File: src/rtl/data_ram_arbiter_if.sv
// Single-master req/ack port into the data_ram arbiter.
// The master holds req and all fields stable until it sees a one-cycle ack.
interface data_ram_arbiter_if #(
    parameter int DW = 32,
    parameter int AW = 32,
    parameter int SW = 4
);
    logic          req;
    logic          we;
    logic [SW-1:0] sel;
    logic [AW-1:0] addr;
    logic [DW-1:0] wdata;
    logic          ack;
    logic [DW-1:0] rdata;

    modport master (output req, we, sel, addr, wdata, input ack, rdata);
    modport slave  (input req, we, sel, addr, wdata, output ack, rdata);
endinterface

File: src/rtl/data_ram_arbiter.sv
// Two-master arbiter for the single data_ram port; req at t -> RAM access t+1 -> ack t+2.
// Losing master holds req until granted; requests are only sampled in IDLE.
module data_ram_arbiter #(
    parameter int DW        = 32,
    parameter int AW        = 32,
    parameter int SW        = 4,
    parameter int PRIO_MODE = 0
) (
    input  logic              clk,
    input  logic              rst,
    data_ram_arbiter_if.slave m0,
    data_ram_arbiter_if.slave m1,
    output logic              ram_ce,
    output logic              ram_we,
    output logic [SW-1:0]     ram_sel,
    output logic [AW-1:0]     ram_addr,
    output logic [DW-1:0]     ram_data_o,
    input  logic [DW-1:0]     ram_data_i,
    output logic              busy
);
    typedef enum logic [1:0] {IDLE = 2'd0, ACCESS = 2'd1, RESP = 2'd2} state_t;

    state_t        state;
    logic          last_grant;
    logic          owner;
    logic          we_q;
    logic [SW-1:0] sel_q;
    logic [AW-1:0] addr_q;
    logic [DW-1:0] wdata_q;
    logic [DW-1:0] rdata_q;
    logic          ack0_q;
    logic          ack1_q;
    logic          grant;

    // Winner only feeds registers, so req never reaches ram_* or ack combinationally.
    always_comb begin
        grant = 1'b0;
        if (m0.req && m1.req) begin
            grant = (PRIO_MODE == 1) ? 1'b0 : ~last_grant;
        end else if (m1.req) begin
            grant = 1'b1;
        end
    end

    always_ff @(posedge clk or negedge rst) begin
        if (!rst) begin
            state      <= IDLE;
            last_grant <= 1'b1;
            owner      <= 1'b0;
            we_q       <= 1'b0;
            sel_q      <= '0;
            addr_q     <= '0;
            wdata_q    <= '0;
            rdata_q    <= '0;
            ram_ce     <= 1'b0;
            ram_we     <= 1'b0;
            ack0_q     <= 1'b0;
            ack1_q     <= 1'b0;
        end else begin
            ram_ce <= 1'b0;
            ram_we <= 1'b0;
            ack0_q <= 1'b0;
            ack1_q <= 1'b0;
            case (state)
                IDLE: begin
                    if (m0.req || m1.req) begin
                        owner   <= grant;
                        we_q    <= grant ? m1.we    : m0.we;
                        sel_q   <= grant ? m1.sel   : m0.sel;
                        addr_q  <= grant ? m1.addr  : m0.addr;
                        wdata_q <= grant ? m1.wdata : m0.wdata;
                        ram_ce  <= 1'b1;
                        ram_we  <= grant ? m1.we : m0.we;
                        state   <= ACCESS;
                    end
                end
                ACCESS: begin
                    rdata_q <= we_q ? '0 : ram_data_i;
                    ack0_q  <= ~owner;
                    ack1_q  <= owner;
                    state   <= RESP;
                end
                RESP: begin
                    last_grant <= owner;
                    state      <= IDLE;
                end
                default: state <= IDLE;
            endcase
        end
    end

    assign ram_sel    = sel_q;
    assign ram_addr   = addr_q;
    assign ram_data_o = wdata_q;
    assign busy       = (state != IDLE);

    assign m0.ack   = ack0_q;
    assign m1.ack   = ack1_q;
    assign m0.rdata = ack0_q ? rdata_q : '0;
    assign m1.rdata = ack1_q ? rdata_q : '0;
endmodule

File: src/flat_wrapper.sv
// flat-port wrapper written by rule: the top's interface ports become plain ports
module data_ram_arbiter_flat 
#(
    parameter int DW        = 32,
    parameter int AW        = 32,
    parameter int SW        = 4,
    parameter int PRIO_MODE = 0
)
  (clk, rst, ram_ce, ram_we, ram_sel, ram_addr, ram_data_o, ram_data_i, busy, m0_req, m0_we, m0_sel, m0_addr, m0_wdata, m0_ack, m0_rdata, m1_req, m1_we, m1_sel, m1_addr, m1_wdata, m1_ack, m1_rdata);
  data_ram_arbiter_if #(.DW(DW), .AW(AW), .SW(SW)) m0_i ();
  data_ram_arbiter_if #(.DW(DW), .AW(AW), .SW(SW)) m1_i ();
  input  logic clk;
  input  logic rst;
  output logic ram_ce;
  output logic ram_we;
  output logic [SW-1:0] ram_sel;
  output logic [AW-1:0] ram_addr;
  output logic [DW-1:0] ram_data_o;
  input  logic [DW-1:0] ram_data_i;
  output logic busy;
  input wire logic [$bits(m0_i.req)-1:0] m0_req;
  input wire logic [$bits(m0_i.we)-1:0] m0_we;
  input wire logic [$bits(m0_i.sel)-1:0] m0_sel;
  input wire logic [$bits(m0_i.addr)-1:0] m0_addr;
  input wire logic [$bits(m0_i.wdata)-1:0] m0_wdata;
  output wire logic [$bits(m0_i.ack)-1:0] m0_ack;
  output wire logic [$bits(m0_i.rdata)-1:0] m0_rdata;
  input wire logic [$bits(m1_i.req)-1:0] m1_req;
  input wire logic [$bits(m1_i.we)-1:0] m1_we;
  input wire logic [$bits(m1_i.sel)-1:0] m1_sel;
  input wire logic [$bits(m1_i.addr)-1:0] m1_addr;
  input wire logic [$bits(m1_i.wdata)-1:0] m1_wdata;
  output wire logic [$bits(m1_i.ack)-1:0] m1_ack;
  output wire logic [$bits(m1_i.rdata)-1:0] m1_rdata;
  assign m0_i.req = m0_req;
  assign m0_i.we = m0_we;
  assign m0_i.sel = m0_sel;
  assign m0_i.addr = m0_addr;
  assign m0_i.wdata = m0_wdata;
  assign m0_ack = m0_i.ack;
  assign m0_rdata = m0_i.rdata;
  assign m1_i.req = m1_req;
  assign m1_i.we = m1_we;
  assign m1_i.sel = m1_sel;
  assign m1_i.addr = m1_addr;
  assign m1_i.wdata = m1_wdata;
  assign m1_ack = m1_i.ack;
  assign m1_rdata = m1_i.rdata;
  data_ram_arbiter #(.DW(DW), .AW(AW), .SW(SW), .PRIO_MODE(PRIO_MODE)) u_core (.clk(clk), .rst(rst), .m0(m0_i), .m1(m1_i), .ram_ce(ram_ce), .ram_we(ram_we), .ram_sel(ram_sel), .ram_addr(ram_addr), .ram_data_o(ram_data_o), .ram_data_i(ram_data_i), .busy(busy));
endmodule
File: config.mk
export PLATFORM = sky130hd
export DESIGN_NAME = data_ram_arbiter_flat
export DESIGN_NICKNAME = d
export VERILOG_FILES = /design/src/rtl/data_ram_arbiter_if.sv /design/src/rtl/data_ram_arbiter.sv /design/src/flat_wrapper.sv
export SDC_FILE = /design/constraint.sdc
export NUM_CORES = 1
export LEC_CHECK = 0
export BUFFER_PORTS_ARGS = -buffer_cell sky130_fd_sc_hd__buf_2
export CORE_MARGIN = 5
export CORE_UTILIZATION = 40
export DETAILED_ROUTE_END_ITERATION = 8
export PLACE_DENSITY = 0.69
export REMOVE_ABC_BUFFERS = 1
export SKIP_LAST_GASP = 1
export SYNTH_ARGS = -nofsm -noshare
export SYNTH_HDL_FRONTEND = slang
export SYNTH_SLANG_ARGS = --single-unit
File: constraint.sdc
create_clock -name clk -period 2 [get_ports clk]
set_input_delay 0.3 -clock clk [delete_from_list [all_inputs] [get_ports clk]]
set_output_delay 0.3 -clock clk [all_outputs]
set_load 0.05 [all_outputs]
==> results of run 1 <==
cell usage after synthesis, drive strengths merged:
cell    number
clkbuf      15
buf         16
nand2b       1
mux2i        2
o31ai        1
o21ai       33
a21bo        1
and2        64
nor2         4
nand2       64
dfrtp      108
o22ai        1
inv          5
nor3         3
dfstp        1
mux2       136
per-layer routing:
layer	GRT usage [%]	routed length [um]
met1	20.4	5980
met2	28.5	7370
met3	5.76	1460
met4	5.03	280
met5	0	0
repair_timing:
item | CTS | global route
endpoints found under the hold margin | 0 | 0
resized for setup | 0 | 1
endpoints found under the setup margin | 0 | 1
report_power, final:
| group | internal [W] | total, W | switching [W] |
|---|---|---|---|
| Sequential | 0.00324 | 0.00392 | 0.000675 |
| Clock | 0.00121 | 0.00198 | 0.000763 |
| Combinational | 0.00280 | 0.00793 | 0.00514 |
| Total | 0.00726 | 0.0138 | 0.00657 |
cell type report:
class / instances / area (um2)
Tap cell: 184 / 230
Clock inverter: 4 / 98.8
Clock buffer: 10 / 229
Multi-Input combinational cell: 310 / 2950
Timing Repair Buffer: 319 / 1700
Inverter: 5 / 18.8
Fill cell: 1299 / 6640
Sequential cell: 109 / 2730
flip-flops by register name (all words and copies together), names as in the netlist:
| register | flops |
|---|---|
| u_core.state | 2 |
| u_core.owner | 1 |
| u_core.m0.ack | 1 |
| u_core.ram_we | 1 |
| u_core.ram_sel | 4 |
| u_core.last_grant | 1 |
| u_core.we_q | 1 |
| u_core.m1.ack | 1 |
| u_core.ram_ce | 1 |
| u_core.ram_addr | 32 |
| u_core.ram_data_o | 32 |
| u_core.rdata_q | 32 |
worst max path at each step:
stage	end
global placement	u_core.ram_addr[30]
floorplan	u_core.ram_addr[0]
detailed placement	u_core.ram_data_o[23]
finish	m0_rdata[9]
global route	m0_rdata[11]
CTS	m1_rdata[28]
logic make-up (layout without fill, tap and decap cells):
family                 after synthesis  in the layout
AOI/OAI and AO/OA                   36             36
DFF                                109            109
and+or+nand+nor                    136            136
buffers and inverters               36            338
muxes                              138            138
stage by stage:
stage	hold WS [ps]	total power, W	cells	setup slack, ps	instance area, um2
after global routing	65.4	0.0145	941	12.6	7950
after global placement	409	0.0119	927	301	7620
after detailed placement	411	0.0120	927	270	7620
after CTS	60.6	0.0140	941	84.4	7950
final	22.3	0.0138	941	157	7950
after floorplan	4.41	0.0101	424	-1590	5690
==> results by group, run 1 <==
Run status
  – Status: finished clean

STA
  – Slew headroom: 59.9%
  – RSZ-0062 raised after global routing: no
  – Min cycle time layout: 1840 ps
  – Highest Clock Rate: 543 MHz
  – Setup TNS: 0 ps
  – Clock Skew: 4.35 ps
  – Period utilisation layout: 92.2%
  – Least-Margin Pin Slew: 601 ps
  – Final Hold Fails: 0
  – Final Setup Violations: 0
  – Slew Viols, Final: 0

Setup path
  – Critical path capture point type: output pin
  – CP Launch Point: u_core.m0.ack
  – Slowest CP cell: dfrtp_1
  – FF-to-FF path depth: 4
  – Worst r2r dst: u_core.ram_data_o[3]
  – Arrival @ worst endpoint: 1540 ps
  – Levels on crit path: 3
  – Setup crit start kind: flop
  – R2R setup slack: 270 ps
  – Required time of the worst setup path: 1700 ps
  – Crit path max-delay family: flip-flops
  – CP max stage delay: 570 ps
  – Crit path kind: flop to output pin
  – WP buf/inv: 2
  – Worst Path Max Fanout: 18
  – Crit-path cells: buf_4 -> and2_1 -> buf_2
  – Critical R2R Launch: u_core.last_grant

Cells and area
  – Most common cell after layout, fill and taps aside: buf_2
  – Share of cells above drive strength 1: 62.5%
  – Nets: 928
  – Post-layout util: 54.5%
  – # diodes: 0
  – Most frequent cells in the layout: buf_2 (309), mux2_4 (136), dfrtp_1 (107), and2_1 (64), nand2_1 (64)
  – Area growth syn-to-layout: 33.6%

Synth
  – Sequential area share after synthesis: 45.8%
  – Ranking of synthesized cells by area: dfrtp_1 (45%), mux2_4 (34%), and2_1 (6.7%)
  – Synth Cell Area: 0.00595 mm2
  – Cells after synthesis: 455
  – Cell taking the most area after synthesis: dfrtp_1
  – Post-synthesis register bit count: 109
  – Yosys cell types: 20
  – Post-Synth Adder-Cell Area: 0%
  – Main combinational cell family by area after synthesis: multiplexers
  – Synth top area share: 45.4%
  – Synthesized area per cell: 13.1 um2
  – Synth warnings: 0
  – Simple-Gate Fraction of Synth Area: 11.6%
  – Post-synthesis mux area share: 34.6%
  – Compound-cell area share of the yosys netlist: 3.17%
  – Post-synthesis xor/xnor area fraction: 0%

Detailed routing
  – Routed via count: 4352
  – Via/cell ratio: 4.62
  – Iteration-0 DRC Markers: 170
  – Overall routed net length: 15100 um
  – Drt drc: 0
  – Remaining antenna violation count: 0
  – Pre-antenna DRT Iters: 4
  – WL/cell: 16.0 um

Floorplan
  – Initial Utilization: 40.8%
  – Die footprint: 0.0174 mm2
  – Die height: 132 um
  – Row count: 44
  – Ports: 311
  – Core area: 0.0146 mm2
  – Die span in x: 132 um

Clocking
  – Deepest clock path buffer count: 2
  – CTS Sinks: 109
  – Postcts setup bufs: 0
  – H-tree depth: 3
  – Worst-path clk slew: 70 ps
  – TritonCTS Buffers: 9
  – Worst skew pair latency: 330 ps
  – CTS Hold Buffers Added: 0
  – TritonCTS clock tree: done
  – CTS root buf: clkbuf_16

Worst hold path
  – Worst Hold Class: input port to asynchronous set/reset pin

Placement
  – DP HPWL: 11800 um
  – IO Port Bufs: 310
  – Gpl congestion: 0.793

GRT
  – Total GRT Usage: 16.9%
  – Total grt overflow: 0
  – Initial antenna violation count: 0
  – First-pass GRT wire length: 23900 um
  – Largest net degree at the start of global routing: 110
  – Number of global-route vias before repair: 4512

Pwr
  – Worst vdd ir: 0.851 mV
  – Leak pwr: 4.40 nW
  – Power Dens Cells: 1740 mW/mm2

Flow run
  – Max Cap Violations: 0
(Power assumes the default switching activity.)
==> run 2, diff against run 1 <==
--- a/config.mk
+++ b/config.mk
@@ -6,7 +6,6 @@
 export NUM_CORES = 1
 export LEC_CHECK = 0
 export BUFFER_PORTS_ARGS = -buffer_cell sky130_fd_sc_hd__buf_2
-export CORE_MARGIN = 5
 export CORE_UTILIZATION = 40
 export DETAILED_ROUTE_END_ITERATION = 8
 export PLACE_DENSITY = 0.69
==> run 2 against run 1 <==
  * The run now ends with negative hold slack left
  * Maximum frequency rose by 10%
  * Clock skew up 4.3 ps
  * Final area rose by 0.76%
  * Setup slack better by 170 ps
  * Sequential cell count unchanged
  * Count of clock-buffer cells in the layout is 2 higher
  * Largest cell class unchanged
==> results by group, run 2 (synthesis results as in run 1) <==
GRT
  – Total grt overflow: 0
  – First-pass GRT wire length: 20300 um
  – Largest net degree at the start of global routing: 110
  – Total GRT Usage: 18.0%
  – Number of global-route vias before repair: 3971
  – Initial antenna violation count: 1

Run status
  – Status: finished with violations
  – Failing checks: negative hold slack

Placement
  – Gpl congestion: 0.808
  – Cell count after placement: 934
  – IO Port Bufs: 310
  – Placed cell area: 0.00771 mm2
  – DP HPWL: 11200 um

Clocking
  – CTS root buf: clkbuf_16
  – Postcts setup bufs: 0
  – Worst skew pair latency: 350 ps
  – CTS resizes: 0
  – H-tree depth: 3
  – TritonCTS clock tree: done
  – Deepest clock path buffer count: 2
  – CTS Sinks: 109
  – CTS Hold Buffers Added: 0
  – Worst-path clk slew: 70 ps
  – TritonCTS Buffers: 9

Detailed routing
  – Iteration-0 DRC Markers: 118
  – Overall routed net length: 14400 um
  – Drt drc: 0
  – Via/cell ratio: 4.57
  – WL/cell: 15.2 um
  – Remaining antenna violation count: 0
  – Routed via count: 4347
  – Pre-antenna DRT Iters: 4

Setup path
  – Slowest CP cell: dfrtp_1
  – Crit path kind: flop to output pin
  – Required time of the worst setup path: 1700 ps
  – CP max stage delay: 330 ps
  – Arrival @ worst endpoint: 1370 ps
  – Crit path max-delay family: buffers and inverters
  – Worst Path Max Fanout: 33
  – Setup crit start kind: flop
  – WP buf/inv: 2
  – Critical path capture point type: output pin
  – Crit-path cells: buf_4 -> and2_1 -> buf_2

STA
  – Slew Viols, Final: 0
  – Hold Worst Slack: -35.8 ps
  – Clock Skew: 8.64 ps
  – Highest Clock Rate: 598 MHz
  – RSZ-0062 raised after global routing: no
  – Slew headroom: 58.0%
  – Final Hold Fails: 11
  – Min cycle time layout: 1670 ps
  – Period utilisation layout: 83.6%
  – Least-Margin Pin Slew: 630 ps
  – Setup TNS: 0 ps
  – Final Setup Violations: 0

Cells and area
  – Final Cell Area: 0.00801 mm2
  – Share of cells above drive strength 1: 62.7%
  – Area growth syn-to-layout: 34.6%
  – Most frequent cells in the layout: buf_2 (309), mux2_4 (136), dfrtp_1 (108), and2_1 (64), nand2_1 (64)
  – Post-Layout Cell Count: 951
  – Most common cell after layout, fill and taps aside: buf_2
  – Nets: 935

Floorplan
  – Die span in x: 124 um
  – Row count: 44
  – Die height: 124 um
  – Core area: 0.0145 mm2
  – Die footprint: 0.0154 mm2
  – Initial Utilization: 41.0%
  – Ports: 311

Pwr
  – Leak pwr: 4.43 nW
  – Power Dens Cells: 1720 mW/mm2
  – Worst vdd ir: 0.983 mV

Flow run
  – Max Cap Violations: 0

Worst hold path
  – Worst Hold Class: input port to asynchronous set/reset pin
## run 2: report_power, final
part / switching [W] / total (W) / internal [W]
Combinational: 0.00524 / 0.00815 / 0.00291
Clock: 0.000790 / 0.00180 / 0.00101
Sequential: 0.000607 / 0.00385 / 0.00324
## run 2: worst paths after layout
| check | from | to | slack, ps | cells after the start |
|---|---|---|---|---|
| max | u_core.m1.ack | m1_rdata[20] | 330 | 3 |
| min | rst | u_core.rdata_q[29] | -40 | 2 |
| max reg2reg | u_core.last_grant | u_core.ram_data_o[24] | 340 | 4 |
| min reg2reg | u_core.owner | u_core.m0.ack | 440 | 1 |
| max in group asynchronous | rst | u_core.rdata_q[8] | 1500 | 2 |
| min in group clk | ram_data_i[31] | u_core.rdata_q[31] | 190 | 3 |
## run 2: per-stage QoR
step | power (W) | utilization (%) | hold slack (ps) | setup slack [ps]
CTS | 0.0139 | 55.1 | 42.6 | 297
floorplan | 0.0101 | - | 4.41 | -1590
global placement | 0.0120 | 53.1 | 413 | 364
global route | 0.0145 | 55.1 | 53.7 | 231
detailed placement | 0.0121 | 53.1 | 427 | 342
finish | 0.0138 | 55.1 | -35.8 | 328
## run 2: final cells by class
| type | count | area, um2 |
|---|---|---|
| Timing Repair Buffer | 326 | 1790 |
| Fill cell | 1290 | 6520 |
| Antenna cell | 1 | 2.50 |
| Multi-Input combinational cell | 310 | 2950 |
| Tap cell | 184 | 230 |
| Clock inverter | 4 | 50.0 |
| Sequential cell | 109 | 2730 |
| Clock buffer | 12 | 246 |
| Inverter | 5 | 18.8 |
## run 2: layer usage
| metal | share of wire, % | routed length [um] | GRT usage, % |
|---|---|---|---|
| met2 | 50 | 7220 | 31.9 |
| met4 | 2.2 | 313 | 7.89 |
| met5 | 0 | 0 | 0 |
| met1 | 41 | 5870 | 20.8 |
| met3 | 7.0 | 1010 | 3.89 |
